[config.mk]
export PLATFORM = sky130hd
export DESIGN_NAME = booth_mul_sched_flat
export DESIGN_NICKNAME = d
export VERILOG_FILES = /design/src/rtl/booth_mul_sched_pkg.sv /design/src/rtl/booth_mul_sched_if.sv /design/src/rtl/booth_mul_sched_rr_arbiter.sv /design/src/rtl/booth_mul_sched.sv /design/src/flat_wrapper.sv
export SDC_FILE = /design/constraint.sdc
export NUM_CORES = 1
export LEC_CHECK = 0
export CORE_ASPECT_RATIO = 1.5
export CORE_UTILIZATION = 49
export CTS_CLUSTER_DIAMETER = 80
export DETAILED_ROUTE_END_ITERATION = 8
export PLACE_DENSITY = 0.87
export SLEW_MARGIN = 40
export SYNTH_ARGS = -nofsm -noshare
export SYNTH_HDL_FRONTEND = slang
export SYNTH_SLANG_ARGS = --single-unit
[constraint.sdc]
create_clock -name clk -period 6.2 [get_ports clk]
set_input_delay 0.93 -clock clk [delete_from_list [all_inputs] [get_ports clk]]
set_output_delay 0.93 -clock clk [all_outputs]
set_load 0.02 [all_outputs]
[src/rtl/booth_mul_sched_pkg.sv]
// Shared types for the Booth multiplier scheduler: requester state, in-flight tag, index width.
package booth_mul_sched_pkg;

  function automatic int unsigned idx_w(input int unsigned n);
    return (n <= 2) ? 1 : $clog2(n);
  endfunction

  localparam int unsigned NREQ_MAX = 8;
  localparam int unsigned IDX_W    = idx_w(NREQ_MAX);

  typedef enum logic [1:0] {
    IDLE     = 2'd0,
    INFLIGHT = 2'd1,
    DONE     = 2'd2
  } req_state_t;

  typedef struct packed {
    logic             vld;
    logic [IDX_W-1:0] idx;
  } tag_t;

endpackage

[src/rtl/booth_mul_sched_if.sv]
// Requester-side operand and result handshakes of the shared multiplier scheduler.
interface booth_mul_sched_if #(
  parameter int unsigned NREQ = 4,
  parameter int unsigned A_W  = 10,
  parameter int unsigned P_W  = 20
);
  logic [NREQ-1:0]     req_valid;
  logic [NREQ-1:0]     req_ready;
  logic [NREQ*A_W-1:0] req_a;
  logic [NREQ*A_W-1:0] req_b;
  logic [NREQ-1:0]     res_valid;
  logic [NREQ-1:0]     res_ready;
  logic [P_W-1:0]      res_p;
  logic [NREQ*P_W-1:0] res_p_all;

  modport master (
    output req_valid, req_a, req_b, res_ready,
    input  req_ready, res_valid, res_p, res_p_all
  );

  modport slave (
    input  req_valid, req_a, req_b, res_ready,
    output req_ready, res_valid, res_p, res_p_all
  );
endinterface

[src/rtl/booth_mul_sched_rr_arbiter.sv]
// Combinational round-robin arbiter: the first requester at or after the pointer (wrapping) wins.
import booth_mul_sched_pkg::*;

module rr_arbiter #(
  parameter int unsigned N = 4
) (
  input  logic [N-1:0]     i_req,
  input  logic [IDX_W-1:0] i_ptr,
  output logic [N-1:0]     o_gnt,
  output logic [IDX_W-1:0] o_gnt_idx
);
  logic             w_found;
  logic [IDX_W-1:0] w_cand;

  always_comb begin
    o_gnt     = '0;
    o_gnt_idx = '0;
    w_found   = 1'b0;
    w_cand    = '0;
    for (int unsigned k = 0; k < N; k++) begin
      w_cand = IDX_W'((32'(i_ptr) + k) % N);
      if (!w_found && i_req[w_cand]) begin
        w_found        = 1'b1;
        o_gnt[w_cand]  = 1'b1;
        o_gnt_idx      = w_cand;
      end
    end
  end
endmodule

[src/rtl/booth_mul_sched.sv]
// Shares one fixed-latency multiplier among NREQ requesters: RR issue, tag tracking, per-requester result hold.
import booth_mul_sched_pkg::*;

module booth_mul_sched #(
  parameter int unsigned NREQ    = 4,
  parameter int unsigned A_W     = 10,
  parameter int unsigned P_W     = 20,
  parameter int unsigned MUL_LAT = 2
) (
  input  logic                clk,
  input  logic                rst,
  booth_mul_sched_if.slave    bus,
  output logic                o_mul_in_valid,
  output logic [A_W-1:0]      o_mul_a,
  output logic [A_W-1:0]      o_mul_b,
  input  logic [P_W-1:0]      i_mul_p,
  output logic                o_busy
);
  req_state_t       r_state    [NREQ];
  logic [P_W-1:0]   r_hold     [NREQ];
  logic [IDX_W-1:0] r_ptr;
  tag_t             r_tag_in;
  tag_t             r_tag_pipe [MUL_LAT];

  logic [NREQ-1:0]  w_elig;
  logic [NREQ-1:0]  w_gnt;
  logic [IDX_W-1:0] w_gnt_idx;
  logic             w_any_gnt;
  logic [A_W-1:0]   w_sel_a;
  logic [A_W-1:0]   w_sel_b;
  logic [IDX_W-1:0] w_ptr_nxt;
  tag_t             w_ret;

  // Grants are suppressed while reset is held so no handshake can be lost.
  always_comb begin
    for (int unsigned i = 0; i < NREQ; i++) begin
      w_elig[i] = bus.req_valid[i] && (r_state[i] == IDLE) && !rst;
    end
  end

  rr_arbiter #(.N(NREQ)) u_arb (
    .i_req     (w_elig),
    .i_ptr     (r_ptr),
    .o_gnt     (w_gnt),
    .o_gnt_idx (w_gnt_idx)
  );

  assign bus.req_ready = w_gnt;
  assign w_any_gnt     = |w_gnt;
  assign w_sel_a       = bus.req_a[32'(w_gnt_idx)*A_W +: A_W];
  assign w_sel_b       = bus.req_b[32'(w_gnt_idx)*A_W +: A_W];
  assign w_ptr_nxt     = IDX_W'((32'(w_gnt_idx) + 1) % NREQ);
  assign w_ret         = r_tag_pipe[MUL_LAT-1];

  always_ff @(posedge clk) begin
    if (rst) begin
      r_ptr          <= '0;
      r_tag_in       <= '0;
      o_mul_in_valid <= 1'b0;
      o_mul_a        <= '0;
      o_mul_b        <= '0;
      for (int unsigned k = 0; k < MUL_LAT; k++) r_tag_pipe[k] <= '0;
      for (int unsigned i = 0; i < NREQ; i++) begin
        r_state[i] <= IDLE;
        r_hold[i]  <= '0;
      end
    end else begin
      o_mul_in_valid <= w_any_gnt;
      r_tag_in       <= '{vld: w_any_gnt, idx: w_gnt_idx};
      r_tag_pipe[0]  <= r_tag_in;
      for (int unsigned k = 1; k < MUL_LAT; k++) r_tag_pipe[k] <= r_tag_pipe[k-1];
      if (w_any_gnt) begin
        o_mul_a <= w_sel_a;
        o_mul_b <= w_sel_b;
        r_ptr   <= w_ptr_nxt;
      end
      // Grant, return and result handshake each touch a requester in a different state.
      for (int unsigned i = 0; i < NREQ; i++) begin
        case (r_state[i])
          IDLE:     if (w_gnt[i]) r_state[i] <= INFLIGHT;
          INFLIGHT: if (w_ret.vld && (w_ret.idx == IDX_W'(i))) begin
                      r_state[i] <= DONE;
                      r_hold[i]  <= i_mul_p;
                    end
          DONE:     if (bus.res_ready[i]) r_state[i] <= IDLE;
          default:  r_state[i] <= IDLE;
        endcase
      end
    end
  end

  // Lowest-index valid slot drives the shared result bus.
  always_comb begin
    bus.res_p = '0;
    o_busy    = 1'b0;
    for (int i = int'(NREQ) - 1; i >= 0; i--) begin
      bus.res_valid[i]              = (r_state[i] == DONE);
      bus.res_p_all[i*P_W +: P_W]   = r_hold[i];
      if (r_state[i] == DONE) bus.res_p = r_hold[i];
      if (r_state[i] != IDLE) o_busy = 1'b1;
    end
  end
endmodule

[src/flat_wrapper.sv]
// flat-port wrapper written by rule: the top's interface ports become plain ports
module booth_mul_sched_flat 
#(
  parameter int unsigned NREQ    = 4,
  parameter int unsigned A_W     = 10,
  parameter int unsigned P_W     = 20,
  parameter int unsigned MUL_LAT = 2
)
  (clk, rst, o_mul_in_valid, o_mul_a, o_mul_b, i_mul_p, o_busy, bus_req_valid, bus_req_a, bus_req_b, bus_res_ready, bus_req_ready, bus_res_valid, bus_res_p, bus_res_p_all);
  booth_mul_sched_if #(.NREQ(NREQ), .A_W(A_W), .P_W(P_W)) bus_i ();
  input  logic clk;
  input  logic rst;
  output logic o_mul_in_valid;
  output logic [A_W-1:0] o_mul_a;
  output logic [A_W-1:0] o_mul_b;
  input  logic [P_W-1:0] i_mul_p;
  output logic o_busy;
  input wire logic [$bits(bus_i.req_valid)-1:0] bus_req_valid;
  input wire logic [$bits(bus_i.req_a)-1:0] bus_req_a;
  input wire logic [$bits(bus_i.req_b)-1:0] bus_req_b;
  input wire logic [$bits(bus_i.res_ready)-1:0] bus_res_ready;
  output wire logic [$bits(bus_i.req_ready)-1:0] bus_req_ready;
  output wire logic [$bits(bus_i.res_valid)-1:0] bus_res_valid;
  output wire logic [$bits(bus_i.res_p)-1:0] bus_res_p;
  output wire logic [$bits(bus_i.res_p_all)-1:0] bus_res_p_all;
  assign bus_i.req_valid = bus_req_valid;
  assign bus_i.req_a = bus_req_a;
  assign bus_i.req_b = bus_req_b;
  assign bus_i.res_ready = bus_res_ready;
  assign bus_req_ready = bus_i.req_ready;
  assign bus_res_valid = bus_i.res_valid;
  assign bus_res_p = bus_i.res_p;
  assign bus_res_p_all = bus_i.res_p_all;
  booth_mul_sched #(.NREQ(NREQ), .A_W(A_W), .P_W(P_W), .MUL_LAT(MUL_LAT)) u_core (.clk(clk), .rst(rst), .bus(bus_i), .o_mul_in_valid(o_mul_in_valid), .o_mul_a(o_mul_a), .o_mul_b(o_mul_b), .i_mul_p(i_mul_p), .o_busy(o_busy));
endmodule
Word level (Yosys, flattened, before mapping)
Memories as Yosys holds them, arrays and structs flattened.
Cells that the tools add are included.
{ "totals": {"ff_bits": 26, "ramBits": 96, "output_inout_bits": 130, "mem_count": 3} }
{ "classes": {"add_sub_neg": 4, "mul": 1, "magnitude_cmp": 8, "n_eq_ne": 11, "shifts": 2, "muxes": 120, "bitwise_logic": 25, "reduce_logical": 37} }
{ "memory_table": {"columns": ["memory", "words", "width", "rd", "rd_ports_with_merged_regs", "wr", "line_no", "source"], "rows": [
  ["u_core.r_hold", 4, 20, 4, 0, 4, "booth_mul_sched.sv:20", "logic [P_W-1:0] r_hold [NREQ];"],
  ["u_core.r_state", 4, 2, 4, 0, 4, "booth_mul_sched.sv:19", "req_state_t r_state [NREQ];"],
  ["u_core.r_tag_pipe", 2, 4, 2, 0, 2, "booth_mul_sched.sv:23", "tag_t r_tag_pipe [MUL_LAT];"]
]} }
{ "op_table": {"columns": ["operator", "n"], "rows": [
  ["20-bit two-way mux", 8],
  ["40-bit by 8-bit variable part select with 10-bit output", 2],
  ["1-bit two-way mux", 78],
  ["2-bit two-way mux", 18],
  ["4-bit two-way mux", 6],
  ["1-bit OR", 22],
  ["1-bit logical AND", 19],
  ["2-bit by 3-bit < comparator with 1-bit output, second input constant", 4],
  ["4-bit OR", 3],
  ["3-bit OR reduction", 4],
  ["1-bit binary-select mux with 2-bit select", 4],
  ["1-bit demux with 2-bit select", 4],
  ["2-bit by 1-bit equality test with 1-bit output, second input constant", 4],
  ["2-bit equality test, second input constant", 4],
  ["2-bit by 1-bit >= comparator with 1-bit output, second input constant", 4],
  ["2-bit zero test", 4],
  ["2-bit nonzero test", 4],
  ["3-bit by 2-bit equality test with 1-bit output, second input constant", 2],
  ["3-bit by 3-bit multiplier with 6-bit output, second input constant", 1],
  ["3-bit two-way mux", 2],
  ["2-bit by 1-bit adder with 2-bit output, second input constant", 2],
  ["2-bit adder, second input constant", 2],
  ["1-bit zero test", 4],
  ["4-bit OR reduction", 1],
  ["2 further kinds", 2]
]} }

Logic depth before layout (Yosys ltp)
Gate-level depths: netlist of run 1.
An unclocked memory read counts as a cell.
{ "depth": {"depth_word": 24, "mapped_depth": 10} }

Modules after synthesis
Synthesis of run 1 repeated with hierarchy kept, for this count alone.
{ "hier_totals": {"cells_unflattened": 521, "hier_area_um2": 6072.1} }
{ "by_module_without_submodules": {"columns": ["module", "instances", "cells_each", "area_each_um2"], "rows": [
  ["booth_mul_sched", 1, 473, 5641.7],
  ["rr_arbiter", 1, 48, 430.4]
]} }

Worst setup path before layout of run 1
Ideal clock, no wire load.
{ "synth_timing": {"path_kind": "input to output", "from": "input rst", "to": "output bus_req_ready[3]", "t_arrival_ps": 2671, "required_ps": 5270, "setup_slack_ps": 2599, "stages": 5, "cell_sequence": "or4b_4 mux4_2 buf_6 a31oi_1 a21o_1"} }
{ "synth_via": {"elab_chain_cells": 14, "elab_cells_between_ends": 29} }
{ "synth_rtl": {"columns": ["item", "line_no", "source"], "rows": [
  ["start: declaration", "flat_wrapper.sv:12", "input logic rst;"],
  ["1-bit zero test *", "booth_mul_sched.sv:37", "w_elig[i] = bus.req_valid[i] && (r_state[i] == IDLE) && !rst;"],
  ["1-bit logical AND", "booth_mul_sched.sv:37", null],
  ["1-bit binary-select mux with 2-bit select", "booth_mul_sched_rr_arbiter.sv:22", "if (!w_found && i_req[w_cand]) begin"],
  ["1-bit two-way mux (implied by the code)", "booth_mul_sched_rr_arbiter.sv:22", null],
  ["1-bit two-way mux", "booth_mul_sched_rr_arbiter.sv:22", null],
  ["1-bit zero test", "booth_mul_sched_rr_arbiter.sv:22", null],
  ["1-bit logical AND", "booth_mul_sched_rr_arbiter.sv:22", null],
  ["1-bit two-way mux", "booth_mul_sched_rr_arbiter.sv:22", null],
  ["1-bit zero test", "booth_mul_sched_rr_arbiter.sv:22", null],
  ["1-bit logical AND", "booth_mul_sched_rr_arbiter.sv:22", null],
  ["1-bit two-way mux", "booth_mul_sched_rr_arbiter.sv:22", null],
  ["1-bit zero test", "booth_mul_sched_rr_arbiter.sv:22", null],
  ["1-bit logical AND", "booth_mul_sched_rr_arbiter.sv:22", null],
  ["4-bit two-way mux *", "booth_mul_sched_rr_arbiter.sv:22", null],
  ["end: declaration", "flat_wrapper.sv:22", "output wire logic [$bits(bus_i.req_ready)-1:0] bus_req_ready;"]
]} }
Every way passes the cells marked *; elsewhere a longest branch is shown, timed or not. The select of a mux whose other input is x is not followed.

Worst setup path after layout of run 1
{ "layout_timing": {"from": "input rst", "to": "output bus_req_ready[2]"} }
Same word-level chain as after synthesis.

==> results of run 1 <==
==> through the flow <==
stage / hold WS (ns) / util (%) / setup WS (ns) / power [µW] / instances
3_5_place_dp: 0.4274 / 69.58 / 1.177 / 2882 / 949
6_report: 0.4381 / 74.24 / 1.194 / 3863 / 981
5_1_grt: 0.4566 / 74.24 / 0.9830 / 4052 / 981
2_1_floorplan: 0.4138 / - / 2.599 / 2239 / 590
4_1_cts: 0.4428 / 74.24 / 1.187 / 3872 / 981
3_3_place_gp: 0.4161 / 69.38 / 0.8430 / 2829 / 948
==> layer usage <==
layer	up-vias	track usage, %	share of wire [%]	wire length [µm]
met5	-	0	0	0
met4	0	12.65	2.8	519
met3	45	6.709	8.2	1522
met2	290	52.97	54	10110
met1	2715	29.04	35	6496
li1	2684	-	-	-
==> cell usage in the layout, fill, tap and decap left out, drive strengths merged, types with 22 or more instances in the layout <==
| cell type | netlist | routed |
|---|---|---|
| clkbuf | 38 | 23 |
| a21boi | 22 | 22 |
| a21oi | 26 | 26 |
| o21ai | 25 | 25 |
| and2 | 80 | 80 |
| edfxtp | 88 | 88 |
| clkdlybuf4s50 | 0 | 239 |
| nor2 | 28 | 28 |
| dfxtp | 31 | 31 |
| nand2 | 31 | 31 |
==> report_power, final <==
| group | total [µW] | internal [µW] | switching [µW] |
|---|---|---|---|
| clock network | 991 | 660 | 330 |
| logic | 1760 | 723 | 1040 |
| registers | 1110 | 1000 | 111 |
| total | 3860 | 2380 | 1480 |
==> registers in the layout, indices dropped and copies added (netlist names) <==
register / count
u_core.o_mul_b: 10
u_core.o_mul_a: 10
u_core.r_tag_pipe: 6
u_core.r_hold: 80
u_core.r_tag_in: 2
u_core.r_state: 8
u_core.o_mul_in_valid: 1
u_core.r_ptr: 2
==> worst max-delay path, stage by stage <==
cell	delay, ns
clkdlybuf4s50_1	0.57
or4b_4	0.64
mux4_2	0.65
nor2_1	0.30
a31oi_4	0.14
a21oi_1	0.25
inv_1	0.06
clkdlybuf4s50_1	0.53
==> cell families after synthesis <==
group	after synthesis	share of synthesized area (%)
adder cells (fa/ha/maj)	6	1.153
AO/OA/AOI/OAI	154	18.22
multiplexers	26	4.958
flip-flops	119	50.12
AND/OR/NAND/NOR	229	21.87
buffers and inverters	56	3.689
==> layout make-up <==
type | instances | area (µm²)
fillers | 874 | 3337
flip-flops and latches | 119 | 3263
multi-input cells | 415 | 3050
repair buffers | 249 | 2475
clock buffers | 23 | 478.0
well taps | 159 | 198.9
clock inverters | 9 | 125.1
inverters | 7 | 26.28
==> final timing paths <==
check                                        start                      end  slack, ns  depth (start not counted)
worst min register to register  u_core.r_tag_in[1]  u_core.r_tag_pipe[0][1]       0.44                          1
worst min-delay path            u_core.r_tag_in[1]  u_core.r_tag_pipe[0][1]       0.44                          1
worst max-delay path                           rst         bus_req_ready[2]       1.19                          8
worst max register to register     u_core.r_ptr[0]        u_core.o_mul_a[9]       2.25                          9
==> impl_metrics.toml, run 1 <==
[logic_synthesis]
yosys.area.top_type = "edfxtp_1"
yosysMostFrequentCell = "edfxtp_1"
synth_seq_cells = 119
avgSynthCellArea_um2 = 11.04
yosysUniqueCellTypes = 52
yosys-top-cells-area = "edfxtp_1, dfxtp_1, and2_1, o221ai_2, mux2i_1"
yosysWarnings = 0
synth_common_cells = "edfxtp_1, and2_1, clkbuf_1"
synth_fp_nets = 706
synth_cells = 590
synth_enable_flop_cells = 88
async_flop_share_pct = 0
syn-cell-area_um2 = 6511
ys_seq_area_share_pct = 50.12
ys.flop_type = "edfxtp_1"
synth_top_cell_area_share_pct = 40.58

[route]
ant_nets = 0
drt-vias-per-instance = 5.845
wire_per_inst_um = 19.01
num_vias = 5734
drt_iter0_drc = 275
wl_um = 18650
drt-pass1-iter-count = 5
drc = 0

[timing]
hold_viol_final = 0
setup_viol = 0
finalCritPeriodShare_pct = 80.73
slew_headroom_pct = 46.09
rsz0062_at_grt = "false"
drv_slew = 0
maxClockFrequency_mhz = 199.8
fin_setup_tns_ns = 0
finClkSkew_ns = 0.01074
min_period_ns = 5.006
tightest_slew_ns = 0.8087

[final_layout]
final_nets = 925
diodes = 0
drive_above_1_share_pct = 10.34
postLayoutCellArea_um2 = 9617
area.growth.synth_to_final_pct = 47.69

[critical_path]
critical_path_class = "primary input to output pin"
worst_ep_required_time_ns = 5.27
cp_data_arrival_time_ns = 4.08
end_kind = "output pin"
start_kind = "primary input"
cp_max_fo = 12

[clock_network]
worstSkewPairLatency_ns = 0.41
cts.path.max_buffers = 2
cts_buffers = 17
h-tree-depth = 4
cts_tree = "built"
clock-sinks = 119
post_cts_buffers = 0
post_cts_resized = 0
clkSlewWorstSetupHoldPaths_ns = 0.05
hold_buffers = 0
cts-root-buf = "clkbuf_16"

[floorplan]
start_util_pct = 50.27
pin_count = 240
rows = 51
die_area_um2 = 13760
fp.dieH_um = 143.2
chipWidth_um = 96.12
core_um2 = 12950

[worst_hold_path]
holdCritPathClass = "flop to flop"

[global_route]
grt_pass1_vias = 5804
antenna_found_initial = 0
grt_max_degree = 43
gr-total-overflow = 0
grt.total_usage_pct = 28.37
grt_pass1_wl_um = 28840

[placed_design]
hpwl_um = 13480
gp_congestion = 0.8765
io_buffers = 239
postPlaceCellArea_um2 = 9014

[power]
power_density_nw_per_um2 = 401.7
leakage_uw = 0.003503
ir_drop_mv = 0.3124

[job]
maxCapViolCount = 0

[run_status]
status = "finished clean"
Power figures use the tool's default switching activity.
==> run 2, diff against run 1 <==
CORE_UTILIZATION = 45   (was 49)
PLACE_DENSITY = 0.81   (was 0.87)
clock period = 4.9 ns   (was 6.2 ns; I/O delays follow)
==> run 2 against run 1 <==
Power grew 26%. Sequential power rose by 27%. Die area up 8.7%. Cell count grew 3.9%. Wire length rose by 1.9%. Sequential share of layout area shrank 0.18 points. First-iteration DRC count fell by 13%. Highest routed layer unchanged.
==> impl_metrics.toml, run 2 (synthesized netlist as in run 1, its figures left out) <==
[clock_network]
cts_tree = "built"
cts-root-buf = "clkbuf_16"
post_cts_resized = 0
cts.path.max_buffers = 2
clock-sinks = 119
h-tree-depth = 4
worstSkewPairLatency_ns = 0.40
post_cts_buffers = 0
hold_buffers = 0
clkSlewWorstSetupHoldPaths_ns = 0.05
cts_buffers = 17

[critical_path]
r2r-start = "u_core.r_ptr[0]"
reg2reg_depth = 7
end_kind = "output pin"
slowest_delay_ns = 0.61
cp_max_fo = 10
worst-r2r-setup-slack_ns = 1.15
worstReg2RegEnd = "u_core.o_mul_b[2]"
critical_path_class = "flop to output pin"
path_cells = "clkinv_1 -> ha_1 -> mux4_2 -> nor4b_4 -> a21oi_1 -> inv_1 -> clkdlybuf4s50_1"
cp_data_arrival_time_ns = 3.80
start_kind = "flop"
slowest_stage = "clkdlybuf4s50_1"
crit_end = "bus_req_ready[2]"
worst_ep_required_time_ns = 4.16
cp-startpoint = "u_core.r_ptr[0]"

[timing]
finClkSkew_ns = 0.009773
hold_viol_final = 0
setup_viol = 0
slew_headroom_pct = 47.27
rsz0062_at_grt = "false"
maxClockFrequency_mhz = 220.7
tightest_slew_ns = 0.7910
worst_slack_ns = 0.3682
fin_setup_tns_ns = 0
drv_slew = 0
finalCritPeriodShare_pct = 92.49
min_period_ns = 4.532

[final_layout]
largestRegisters = "u_core.r_hold x80, u_core.o_mul_a x10, u_core.o_mul_b x10"
fillers = 1053
diodes = 0
area.growth.synth_to_final_pct = 48.48
final_nets = 930
drive_above_1_share_pct = 11.00
largest_register = "u_core.r_hold"
final_cell_mix = "clkdlybuf4s50_1, edfxtp_1, and2_1, nand2_1, dfxtp_1"
layout_commonest_cell = "clkdlybuf4s50_1"
postLayoutCellArea_um2 = 9668
fin_util_pct = 68.77
largest_register_ffs = 80

[placed_design]
place_ws_ns = 0.4251
postPlaceCellArea_um2 = 9086
gp_congestion = 0.8836
io_buffers = 239
hpwl_um = 13820

[global_route]
grt.total_usage_pct = 25.92
antenna_found_initial = 0
grt_pass1_wl_um = 29660
grt_pass1_vias = 5892
gr-total-overflow = 0
grt_max_degree = 43

[route]
drc = 0
drt-vias-per-instance = 5.601
wire_per_inst_um = 18.65
drt_iter0_drc = 239
num_vias = 5707
ant_nets = 0
drt-pass1-iter-count = 5
wl_um = 19000

[power]
comb_power_share_pct = 46.5
power_density_nw_per_um2 = 502.3
clkPwrFrac_pct = 24.4
p_switching_uw = 1888
leakage_uw = 0.003521
pwr-share-seq_pct = 29.1
ir_drop_mv = 0.3617
p_sw_share_pct = 38.88
power.internal_uw = 2968

[job]
maxCapViolCount = 0

[floorplan]
chipWidth_um = 100.2
fp.dieH_um = 149.3
core_um2 = 14060
rows = 53
pin_count = 240
start_util_pct = 46.32
die_area_um2 = 14960

[run_status]
status = "finished clean"

[worst_hold_path]
holdCritPathClass = "flop to flop"
hold-path-cell-count = 1
==> run 2: area by class of cell <==
class,count,area (µm²),area share (%)
multi-input combinational,415,3052,31.56
inverter,7,26.28,0.2718
clock inverter,7,65.06,0.6730
timing repair buffer,254,2505,25.91
clock buffer,25,516.7,5.345
sequential,119,3263,33.75
tap,192,240.2,2.485
==> run 2: worst min path at each step <==
stage,endpoint,from,slack [ns]
2_1_floorplan,u_core.r_tag_pipe[0][0],u_core.r_tag_in[0],0.41
3_3_place_gp,u_core.r_tag_pipe[0][5],u_core.r_tag_pipe[0][1],0.42
3_5_place_dp,u_core.r_tag_pipe[0][4],u_core.r_tag_pipe[0][0],0.44
4_1_cts,u_core.r_tag_pipe[0][4],u_core.r_tag_pipe[0][0],0.44
5_1_grt,u_core.r_tag_pipe[0][4],u_core.r_tag_pipe[0][0],0.46
6_report,u_core.r_tag_pipe[0][4],u_core.r_tag_pipe[0][0],0.44
==> run 2: metal layers <==
metal	global-route usage (%)	share of wire, %
met4	11.30	2.7
met1	25.83	35
met2	49.83	55
met5	0	0
met3	6.279	6.9
==> run 2: power groups by stage <==
stage               combinational (µW)  clock, µW  sequential [µW]
floorplan                         1320          0             1520
global placement                  2190          0             1420
detailed placement                2250          0             1430
CTS                               2260       1200             1410
global route                      2420       1250             1430
finish                            2260       1190             1410
==> run 2: critical path, delay by kind of cell (launching register included) <==
family                   cells  cell delay (ns)
AND/OR/NAND/NOR              1             0.34
multiplexers                 1             0.57
flip-flops                   1             0.58
AO/OA/AOI/OAI                1             0.16
buffers and inverters        3             1.12
adder cells (fa/ha/maj)      1             0.60
==> run 2: per-stage QoR <==
step | cells | total power, µW | hold WS, ns
floorplan | 590 | 2833 | 0.4138
global placement | 987 | 3613 | 0.4214
detailed placement | 987 | 3676 | 0.4367
CTS | 1019 | 4866 | 0.4417
global route | 1019 | 5096 | 0.4597
finish | 1019 | 4856 | 0.4387
==> run 3, diff against run 2 <==
CORE_UTILIZATION = 46   (was 45)
CTS_BUF_LIST = sky130_fd_sc_hd__clkbuf_8   (was not set)
PLACE_DENSITY = 0.82   (was 0.81)
==> run 3 against run 2 <==
Cell count is 2.9% lower. Maximum frequency is 1.0% higher. Power is 4.1% lower. Global-route usage is 0.48 points higher. Count of clock-buffer cells in the layout is 8 lower. Critical path type is now primary input to output pin. Critical endpoint is now bus_req_ready[0]. Largest power group unchanged. Highest routed layer unchanged.
==> impl_metrics.toml, run 3 (synthesized netlist as in run 1, its figures left out) <==
[floorplan]
rows = 52
pin_count = 240
fp.dieH_um = 147.7
core_um2 = 13660
start_util_pct = 47.66
die_area_um2 = 14640
chipWidth_um = 99.14

[critical_path]
start_kind = "primary input"
end_kind = "output pin"
cp_data_arrival_time_ns = 3.75
worst_ep_required_time_ns = 4.16
cp-startpoint = "rst"
r2r-start = "u_core.r_ptr[0]"
worst-r2r-setup-slack_ns = 1.40
critical_path_class = "primary input to output pin"
cp_max_fo = 12

[job]
maxCapViolCount = 0

[clock_network]
post_cts_resized = 0
h-tree-depth = 4
cts-root-buf = "clkbuf_8"
cts_buffers = 17
clkSlewWorstSetupHoldPaths_ns = 0.07
hold_buffers = 0
clock-sinks = 119
worstSkewPairLatency_ns = 0.44
cts_tree = "built"
post_cts_buffers = 0
cts.path.max_buffers = 2

[power]
ir_drop_mv = 0.3157
power_density_nw_per_um2 = 490.7
leakage_uw = 0.003445

[final_layout]
fin_cells = 989
largest_register = "u_core.r_hold"
largest_register_ffs = 80
multi_input_area_um2 = 3057
final_nets = 930
seqCellArea_um2 = 3263
layout_commonest_cell = "clkdlybuf4s50_1"
fillers = 1023
diodes = 0
largestRegisters = "u_core.r_hold x80, u_core.o_mul_a x10, u_core.o_mul_b x10"
final_cell_mix = "clkdlybuf4s50_1, edfxtp_1, and2_1, nand2_1, dfxtp_1"
drive_above_1_share_pct = 11.37
area.growth.synth_to_final_pct = 45.77

[route]
wl_um = 19090
wire_per_inst_um = 19.30
ant_nets = 0
drt-vias-per-instance = 5.857
drt-pass1-iter-count = 4
drt_iter0_drc = 242
num_vias = 5793
drc = 0

[worst_hold_path]
holdCritPathClass = "flop to flop"
hold_path_startpoint = "u_core.r_tag_pipe[0][1]"

[timing]
finalCritPeriodShare_pct = 91.54
rsz0062_at_grt = "false"
hold_viol_final = 0
setup_viol = 0
maxClockFrequency_mhz = 222.9
tightest_slew_ns = 0.8298
fin_setup_tns_ns = 0
slew_headroom_pct = 44.68
finClkSkew_ns = 0.01689
drv_slew = 0
min_period_ns = 4.485

[global_route]
grt_pass1_vias = 5851
gr-total-overflow = 0
antenna_found_initial = 0
grt_pass1_wl_um = 29700
grt_max_degree = 43
grt.total_usage_pct = 26.40

[run_status]
status = "finished clean"

[placed_design]
io_buffers = 239
hpwl_um = 13630
gp_congestion = 0.9224
dp.cells = 956
-- run 3: metrics by stage --
| stage | utilization, % | cell area (µm²) | hold slack (ns) | power (µW) | setup WS (ns) |
|---|---|---|---|---|---|
| floorplan | - | 6511 | 0.4138 | 2833 | 1.668 |
| global placement | 66.10 | 9031 | 0.4211 | 3627 | 0.4811 |
| detailed placement | 66.17 | 9041 | 0.4253 | 3669 | 0.4633 |
| CTS | 69.36 | 9477 | 0.4507 | 4645 | 0.4508 |
| global route | 69.47 | 9492 | 0.4698 | 4884 | 0.3029 |
| finish | 69.47 | 9492 | 0.4483 | 4657 | 0.4147 |
-- run 3: path summary, 6_finish.rpt --
path / end / cells after the start
min: u_core.r_tag_pipe[0][5] / 1
min reg2reg: u_core.r_tag_pipe[0][5] / 1
max reg2reg: u_core.o_mul_b[4] / 9
max: bus_req_ready[0] / 6
-- run 3: area by class of cell --
type | instances | area share (%)
Timing Repair Buffer | 254 | 26.42
Sequential cell | 119 | 34.38
Tap cell | 162 | 2.136
Multi-Input combinational cell | 415 | 32.20
Inverter | 7 | 0.2768
Clock buffer | 17 | 2.465
Clock inverter | 15 | 2.122
-- run 3: critical path: stages --
cell             delay [ns]
clkdlybuf4s50_1        0.60
or4b_4                 0.65
mux4_2                 0.64
a31oi_2                0.32
a21o_1                 0.17
clkdlybuf4s50_1        0.63
-- run 3: where the power goes --
part	internal [µW]	leakage, µW	switching (µW)	total, µW
Sequential	1260	0.00117	151	1410
Combinational	921	0.00207	1350	2270
Clock	557	0.000208	416	973
Total	2740	0.00345	1920	4660
-- run 3: routing by layer --
| layer | wire length [µm] | share of wire, % | GRT usage [%] |
|---|---|---|---|
| met5 | 0 | 0 | 0 |
| met1 | 6781 | 36 | 27.75 |
| met3 | 1598 | 8.4 | 7.329 |
| met4 | 565 | 3.0 | 10.44 |
| met2 | 10140 | 53 | 49.23 |
